<file path="config.mk">
export PLATFORM = sky130hd
export DESIGN_NAME = seq_browser_flat
export DESIGN_NICKNAME = d
export VERILOG_FILES = /design/src/rtl/seq_browser_pkg.sv /design/src/rtl/seq_browser_if.sv /design/src/rtl/seq_store.sv /design/src/rtl/seq_browser.sv /design/src/flat_wrapper.sv
export SDC_FILE = /design/constraint.sdc
export NUM_CORES = 1
export LEC_CHECK = 0
export BUFFER_PORTS_ARGS = -buffer_cell sky130_fd_sc_hd__buf_4
export CAP_MARGIN = 10
export CORE_ASPECT_RATIO = 0.75
export CORE_UTILIZATION = 30
export DETAILED_ROUTE_END_ITERATION = 16
export GPL_ROUTABILITY_DRIVEN = 0
export PLACE_DENSITY_LB_ADDON = 0.08
export RECOVER_POWER = 50
export SYNTH_ARGS = -nofsm -noshare
export SYNTH_HDL_FRONTEND = slang
export SYNTH_SLANG_ARGS = --single-unit
</file>
<file path="constraint.sdc">
create_clock -name clk -period 4.2 [get_ports clk]
set_input_delay 0.42 -clock clk [delete_from_list [all_inputs] [get_ports clk]]
set_output_delay 0.42 -clock clk [all_outputs]
set_load 0.02 [all_outputs]
</file>
<file path="src/rtl/seq_browser_pkg.sv">
// seq_browser_pkg: width helpers and non-power-of-two wrap arithmetic shared by seq_browser.
package seq_browser_pkg;

    function automatic int idx_w(input int n);
        return (n < 2) ? 1 : $clog2(n);
    endfunction

    function automatic int cnt_w(input int n);
        return $clog2(n + 1);
    endfunction

    function automatic int wrap_inc(input int idx, input int limit);
        return (idx + 1 >= limit) ? 0 : idx + 1;
    endfunction

    function automatic int wrap_dec(input int idx, input int limit);
        return (idx == 0) ? limit - 1 : idx - 1;
    endfunction

    function automatic int wrap_add(input int a, input int b, input int limit);
        return (a + b >= limit) ? a + b - limit : a + b;
    endfunction

endpackage

</file>
<file path="src/rtl/seq_browser_if.sv">
// seq_browser_if: write/navigation strobes and view/status outputs of seq_browser.
interface seq_browser_if
    import seq_browser_pkg::*;
#(
    parameter int WIDTH = 32,
    parameter int DEPTH = 10
) ();
    localparam int IW = idx_w(DEPTH);
    localparam int CW = cnt_w(DEPTH);

    logic             wr_en;
    logic [WIDTH-1:0] wr_data;
    logic             nxt;
    logic             prv;
    logic [WIDTH-1:0] view_data;
    logic [IW-1:0]    view_idx;
    logic [CW-1:0]    count;
    logic             full;
    logic             empty;
    logic             ovf;

    modport master (
        output wr_en, wr_data, nxt, prv,
        input  view_data, view_idx, count, full, empty, ovf
    );

    modport slave (
        input  wr_en, wr_data, nxt, prv,
        output view_data, view_idx, count, full, empty, ovf
    );
endinterface

</file>
<file path="src/rtl/seq_store.sv">
// seq_store: WIDTH x DEPTH register file, one synchronous write port, one asynchronous read port, no reset.
module seq_store #(
    parameter int WIDTH = 32,
    parameter int DEPTH = 10,
    parameter int IW    = 4
) (
    input  logic             clk,
    input  logic             we,
    input  logic [IW-1:0]    waddr,
    input  logic [WIDTH-1:0] wdata,
    input  logic [IW-1:0]    raddr,
    output logic [WIDTH-1:0] rdata
);
    logic [WIDTH-1:0] mem [DEPTH];

    // capture one entry per write strobe
    always_ff @(posedge clk) begin
        if (we) mem[waddr] <= wdata;
    end

    assign rdata = mem[raddr];
endmodule

</file>
<file path="src/rtl/seq_browser.sv">
// seq_browser: circular result buffer with forward/back browsing; SEQ_BROWSER_OVERWRITE_EN makes a full write evict the oldest entry.
module seq_browser
    import seq_browser_pkg::*;
#(
    parameter int WIDTH = 32,
    parameter int DEPTH = 10
) (
    input logic        clk,
    input logic        reset,
    seq_browser_if.slave bus
);
    localparam int IW = idx_w(DEPTH);
    localparam int CW = cnt_w(DEPTH);

    logic [IW-1:0]    head, head_n, view, view_n, nav, waddr, raddr;
    logic [CW-1:0]    count, count_n;
    logic             ovf, full, empty, accept, evict, we;
    logic [WIDTH-1:0] rdata;

    assign full   = count == CW'(DEPTH);
    assign empty  = count == '0;
    assign accept = bus.wr_en && !full;
`ifdef SEQ_BROWSER_OVERWRITE_EN
    assign evict  = bus.wr_en && full;
`else
    assign evict  = 1'b0;
`endif
    assign we     = accept || evict;

    // navigation against the pre-write count, then shift the view so it keeps its entry across an eviction
    always_comb begin
        nav     = (empty || bus.nxt == bus.prv) ? view
                : bus.nxt ? IW'(wrap_inc(int'(view), int'(count)))
                : IW'(wrap_dec(int'(view), int'(count)));
        view_n  = (evict && nav != '0) ? nav - IW'(1) : nav;
        head_n  = evict ? IW'(wrap_inc(int'(head), DEPTH)) : head;
        count_n = accept ? count + CW'(1) : count;
        waddr   = full ? head : IW'(wrap_add(int'(head), int'(count), DEPTH));
        raddr   = IW'(wrap_add(int'(head), int'(view), DEPTH));
    end

    // pointer, count, view and overflow-pulse registers
    always_ff @(posedge clk) begin
        if (reset) begin
            head  <= '0;
            count <= '0;
            view  <= '0;
            ovf   <= 1'b0;
        end else begin
            head  <= head_n;
            count <= count_n;
            view  <= view_n;
            ovf   <= bus.wr_en && full;
        end
    end

    seq_store #(.WIDTH(WIDTH), .DEPTH(DEPTH), .IW(IW)) u_store (
        .clk   (clk),
        .we    (we),
        .waddr (waddr),
        .wdata (bus.wr_data),
        .raddr (raddr),
        .rdata (rdata)
    );

    assign bus.view_data = empty ? '0 : rdata;
    assign bus.view_idx  = view;
    assign bus.count     = count;
    assign bus.full      = full;
    assign bus.empty     = empty;
    assign bus.ovf       = ovf;
endmodule

</file>
<file path="src/flat_wrapper.sv">
// flat-port wrapper written by rule: the top's interface ports become plain ports
module seq_browser_flat import seq_browser_pkg::*;
#(
    parameter int WIDTH = 32,
    parameter int DEPTH = 10
)
  (clk, reset, bus_wr_en, bus_wr_data, bus_nxt, bus_prv, bus_view_data, bus_view_idx, bus_count, bus_full, bus_empty, bus_ovf);
  seq_browser_if #(.WIDTH(WIDTH), .DEPTH(DEPTH)) bus_i ();
  input logic clk;
  input logic reset;
  input wire logic [$bits(bus_i.wr_en)-1:0] bus_wr_en;
  input wire logic [$bits(bus_i.wr_data)-1:0] bus_wr_data;
  input wire logic [$bits(bus_i.nxt)-1:0] bus_nxt;
  input wire logic [$bits(bus_i.prv)-1:0] bus_prv;
  output wire logic [$bits(bus_i.view_data)-1:0] bus_view_data;
  output wire logic [$bits(bus_i.view_idx)-1:0] bus_view_idx;
  output wire logic [$bits(bus_i.count)-1:0] bus_count;
  output wire logic [$bits(bus_i.full)-1:0] bus_full;
  output wire logic [$bits(bus_i.empty)-1:0] bus_empty;
  output wire logic [$bits(bus_i.ovf)-1:0] bus_ovf;
  assign bus_i.wr_en = bus_wr_en;
  assign bus_i.wr_data = bus_wr_data;
  assign bus_i.nxt = bus_nxt;
  assign bus_i.prv = bus_prv;
  assign bus_view_data = bus_i.view_data;
  assign bus_view_idx = bus_i.view_idx;
  assign bus_count = bus_i.count;
  assign bus_full = bus_i.full;
  assign bus_empty = bus_i.empty;
  assign bus_ovf = bus_i.ovf;
  seq_browser #(.WIDTH(WIDTH), .DEPTH(DEPTH)) u_core (.clk(clk), .reset(reset), .bus(bus_i));
endmodule
</file>
# Word-level counts from Yosys, hierarchy flattened
# Memory sizes are Yosys's and may differ from the RTL's.
# Cells that the tools add are included.
[totals]
reg_bits = 9
ram_bits = 320
input_bits = 37
out_inout_bits = 43
word_cells = 30
mem_count = 1
[mem_list]
columns = ["memory", "words", "width", "rd", "rd_clocked_by_memory_dff", "write_ports", "line_no", "text"]
rows = [
  ["u_core.u_store.mem", 10, 32, 1, 0, 1, "seq_store.sv:14", "logic [WIDTH-1:0] mem [DEPTH];"],
]
[classes]
add_sub_neg = 6
order_cmp = 3
n_eq_ne = 2
n_mux = 9
reduce_logical = 6
[ops]
columns = ["operator", "n"]
rows = [
  ["$mux 32", 1],
  ["$mux 4", 6],
  ["$ge 4x4->1 const B", 2],
  ["$logic_not 4->1", 2],
  ["$sub 4x1->4 const B", 2],
  ["$sub 4x4->4 const B", 2],
  ["$add 4x1->5 const B", 1],
  ["$ge 5x4->1", 1],
  ["$add 4x1->4 const B", 1],
  ["$eq 4x4->1 const B", 1],
  ["$logic_and 1x1->1", 2],
  ["$mux 1", 2],
  ["$eq 1x1->1", 1],
  ["$logic_not 1->1", 1],
  ["$logic_or 1x1->1", 1],
]

# Longest topological paths before layout
[depth]
ltp_word = 5
ltp_mapped = 11
ltp_nobuf = 9

# Hierarchy
# From an unflattened synthesis, not the netlist that was laid out.
[unflattened]
hier_cells = 817
area_unflattened_um2 = 13834.5
[modules_own_cells]
columns = ["mod", "instances", "cells_per_inst", "area_each_um2", "seq_area_each_um2"]
rows = [
  ["seq_store", 1, 666, 12649.6, 9609.2],
  ["seq_browser", 1, 151, 1184.9, 180.2],
]

# Worst setup path before layout
# Ideal clock, no wire load.
[synth_timing]
path_type = "flip-flop to flip-flop"
startpoint = "register u_core.count[0], in the netlist u_core.bus.count[0]"
endpoint = "memory u_core.u_store.mem[2][0] (enable)"
setup_time_ns = 0.461
arrival_ns = 3.990
required_ns = 3.739
setup_slack_ns = -0.251
path_stages_with_launch = 8
n_path_buf = 1
period_less_slack_ns = 4.451
path_cell_list = "dfxtp_1 -> clkbuf_1 -> inv_1 -> ha_1 -> nor2b_1 -> o21ai_0 -> nand4_1 -> nor3_1"
[synth_between]
elab_chain_cells = 5
word_cells_on_any_way = 9
classes_between = "1 x add/sub; 1 x order compare; 1 x eq/ne; 4 x mux; 2 x reduce/logical"
[synth_rtl]
columns = ["element", "line_no", "text"]
rows = [
  ["start, declared", "seq_browser.sv:16", "logic [CW-1:0] count, count_n;"],
  ["start signal, assigned", "seq_browser.sv:51", "count <= count_n;"],
  ["parallel branches: the longest is 5 deep, another holds $sub 4x4->4", "n/a", ""],
  ["end, declared", "seq_store.sv:14", ""],
]
# Several ways; the timed one is not identified.

# Worst setup path after layout
[layout_timing]
startpoint = "register u_core.count[0], in the netlist u_core.bus.count[0]"
endpoint = "output port bus_view_data[25]"
[layout_between]
elab_chain_cells = 2
[layout_rtl]
columns = ["element", "line_no", "text"]
rows = [
  ["$logic_not 4->1", "seq_browser.sv:21", "assign empty = count == '0;"],
  ["$mux 32", "seq_browser.sv:66", "assign bus.view_data = empty ? '0 : rdata;"],
  ["end, declared", "flat_wrapper.sv:15", "output wire logic [$bits(bus_i.view_data)-1:0] bus_view_data;"],
]
# Every way passes these cells.

==> flow_metrics.tcl <==
set metrics [dict create \
    worst-endpoint-required_ns 3.78 \
    synth-async-reset-ratio 0 \
    via_per_inst 4.93 \
    dp.final_hpwl_um 18600 \
    die_h_um 183 \
    syn_avg_cell_area_sq_um 17.2 \
    route.detailed.drc 0 \
    synthCells 768 \
    reg2reg_depth 8 \
    synth-edff-count 320 \
    path_clk_slew_ns 0.06 \
    final.period_utilization 0.946 \
    totalPowerFinal_w 0.00775 \
    run_status "finished with violations" \
    vdd_ir_drop_max_mv 0.215 \
    wirelength_um 33700 \
    htree_levels 2 \
    grt_overflow 0 \
    worstPathBufferInverterCount 5 \
    pin_count_of_the_biggest_net_entering_global_routing 39 \
    grt_first_pass_wirelength_um 49900 \
    core.rowCount 66 \
    routedWlPerCell_um 22.9 \
    source_of_the_worst_register_to_register_timing_path "u_core.bus.count[0]" \
    violations "capacitance limit, slew limit" \
    nets 922 \
    synth.yosys.seq_area_share 0.743 \
    leakagePower_nw 4.89 \
    clk_path_buf_depth 3 \
    mappedNetlistArea_sq_um 13200 \
    critical_path_depth 9 \
    cts_buffers 37 \
    r2r_setup_slack_ns 0.61 \
    final_layout_size_suffix_gt1_frac 0.182 \
    cp-start-kind "flip-flop" \
    clockRootBuffer "clkbuf_16" \
    num-fill-cells 4112 \
    tritoncts "built" \
    postSynthNetCount 820 \
    hold_path.class "in -> reg" \
    design.die.area_sq_um 44800 \
    maxSlewViolCount 39 \
    max_cap_viol_count 1 \
    skew_ns 0.0211 \
    setup_viol 0 \
    worst-endpoint-arrival_ns 3.55 \
    antenna_cells_inserted 0 \
    holdWs_ns 0.156 \
    critical_path.reg2reg.endpoint "u_core.u_store.mem[8][3]" \
    p_per_area_nw_per_um2 494 \
    postSynthRegisterBits 329 \
    synthDistinctLibCells 40 \
    critPathKind "reg -> out" \
    rsz0062_at_grt "no" \
    firstDrtPassIters 5 \
    netlist.top_cell.by_area "edfxtp_1" \
    timing.critical_path.cells "clkbuf_1 -> inv_1 -> ha_1 -> nor3b_2 -> buf_4 -> buf_4 -> a221o_1 -> a311oi_1 -> buf_4" \
    yosys-top-cells-area "edfxtp_1 (73%), mux4_2 (5.5%), mux2i_1 (5.0%), a221o_1 (2.4%), nand2_1 (2.1%)" \
    yosys_warnings 0 \
    synth_top_cell_area_share 0.729 \
    clock-sinks 329 \
    finalWorstPathRequiredPeriod_ns 3.97 \
    critical_path.slowest_cell "clkbuf_1" \
    synth_flop_cell "edfxtp_1" \
    timing.critical_path.to_type "output port" \
    antenna_violations_before_repair 2 \
    critical_path.max_fanout 18 \
    clock.fmax_mhz 252 \
    clk-insertion-delay-late_ns 0.52 \
    cp-startpoint "u_core.bus.count[0]" \
    grt_use_total 0.152 \
    grt_pass1_vias 7588 \
    report.final.hold_viol_count 0 \
    critPathMostFrequentCell "buf_4" \
    chipWidth_um 244 \
    start_util 0.304 \
    ant_nets 0 \
    vias 7266 \
    layout-area-overhead-vs-synth_pct 19.0 \
    core_region_area_sq_um 43400 \
    first_iter_violations 413 \
    timing.critical_path.to "bus_view_data[25]" \
    buffer_ports.inserted 79 \
    critical_path.top_delay_family "buffers and inverters" \
    setup_tns_ns 0 \
    relSlewSlack -0.0227 \
    io-pin-count 80 \
    worst_path_largest_cell_delay_ns 0.58 \
    worst_slew_pin_slew_ns 1.53 \
]
where the power goes:
part | internal, W | switching (W) | total, W
Clock | 0.00178 | 0.00124 | 0.00302
Sequential | 0.00367 | 0.0000306 | 0.00370
Combinational | 0.000388 | 0.000638 | 0.00103
layout by cell type, fill, tap and decap left out, types with 3 or more instances in the layout:
| master | netlist | routed |
|---|---|---|
| clkbuf_1 | 25 | 49 |
| a21oi_1 | 8 | 8 |
| edfxtp_1 | 320 | 320 |
| nor2_1 | 55 | 46 |
| nand3_1 | 3 | 3 |
| mux4_2 | 32 | 32 |
| nor2_4 | 0 | 7 |
| a211oi_1 | 6 | 6 |
| nor3_1 | 9 | 7 |
| o21ai_0 | 14 | 13 |
| nand4_1 | 3 | 3 |
| ha_1 | 15 | 15 |
| dfxtp_1 | 9 | 8 |
| nand2b_1 | 3 | 3 |
| clkinv_1 | 0 | 10 |
| buf_4 | 4 | 61 |
| clkinvlp_4 | 0 | 3 |
| mux2i_1 | 66 | 66 |
| inv_1 | 13 | 13 |
| xnor2_1 | 4 | 4 |
| buf_12 | 0 | 7 |
| a311oi_1 | 31 | 31 |
| nand2_1 | 75 | 75 |
| a221o_1 | 31 | 31 |
| clkbuf_16 | 0 | 38 |
registers in the layout (all words and copies together), names as in the netlist:
| register | cells |
|---|---|
| u_core.u_store.mem | 320 |
| u_core.bus.count | 4 |
| u_core.bus.ovf | 1 |
| u_core.bus.view_idx | 4 |
worst min path at each step:
stage / depth (start not counted) / slack (ns) / startpoint / end
2_1_floorplan: 0 / 0.52 / bus_wr_data[0] / u_core.u_store.mem[0][0]
3_3_place_gp: 2 / 0.66 / u_core.bus.count[1] / u_core.bus.count[1]
3_5_place_dp: 1 / 0.67 / bus_wr_data[6] / u_core.u_store.mem[8][6]
4_1_cts: 1 / 0.12 / bus_wr_data[6] / u_core.u_store.mem[0][6]
5_1_grt: 2 / 0.15 / reset / u_core.bus.count[0]
6_report: 2 / 0.16 / reset / u_core.bus.view_idx[2]
Yosys cell counts, types with 3 or more instances:
cell and number:
mux4_2 32, nand4_1 3, xnor2_1 4, a211oi_1 6, buf_4 4, a21oi_1 8
a221o_1 31, nor3_1 9, buf_2 10, edfxtp_1 320, buf_1 6, clkbuf_1 25
o21ai_0 14, inv_1 13, nor3b_1 3, a311oi_1 31, dfxtp_1 9, mux2i_1 66
nor2_1 55, nand2_1 75, nand3_1 3, ha_1 15, nand2b_1 3
layout make-up:
type	instances	area [sq um]	area share
tap	578	723	0.0461
inverter	13	48.8	0.00311
sequential	329	9790	0.625
multi-input combinational	380	3230	0.206
clock inverter	17	141	0.00902
timing repair buffer	109	753	0.0481
clock buffer	47	985	0.0628
logic make-up after synthesis:
kind of cell	Yosys count	synth area share
adder cells (fa/ha/maj)	15	0.0142
XOR/XNOR	6	0.00399
buffers and inverters	59	0.0195
flip-flops	329	0.743
AO/OA/AOI/OAI	100	0.0619
AND/OR/NAND/NOR	160	0.0516
multiplexers	99	0.106
layer usage:
layer	wire length, um	vias up	GRT usage	part of all wire
li1	-	3266	-	-
met1	15100	3761	0.203	0.45
met2	16600	182	0.257	0.49
met3	1440	53	0.0271	0.043
met4	538	4	0.0388	0.016
met5	34	-	0	0.0010
worst register-to-register path, stage by stage, from the launching register on:
cell and delay [ns]:
dfxtp_1 0.31, clkbuf_1 0.58, inv_1 0.24, ha_1 0.33
nor2b_1 0.18, o21ai_0 0.30, nand4_1 0.25, nor2_2 0.77
buf_12 0.31
metrics by stage:
stage / utilization / setup slack [ns] / cell area (sq um) / instances
2_1_floorplan: - / 0.605 / 13200 / 768
6_report: 0.362 / 0.229 / 15700 / 1473
5_1_grt: 0.362 / 0.0357 / 15700 / 1473
3_5_place_dp: 0.339 / 0.727 / 14700 / 1409
3_3_place_gp: 0.339 / 0.794 / 14700 / 1409
4_1_cts: 0.365 / 0.157 / 15800 / 1473
what timing repair did:
item                                    4_1_cts  5_1_grt
endpoints found under the setup margin        0        3
setup buffers                                 0        0
resized for setup                             0        1
hold buffers                                  0        0
Note: power is estimated with default switching activity, not from simulation.
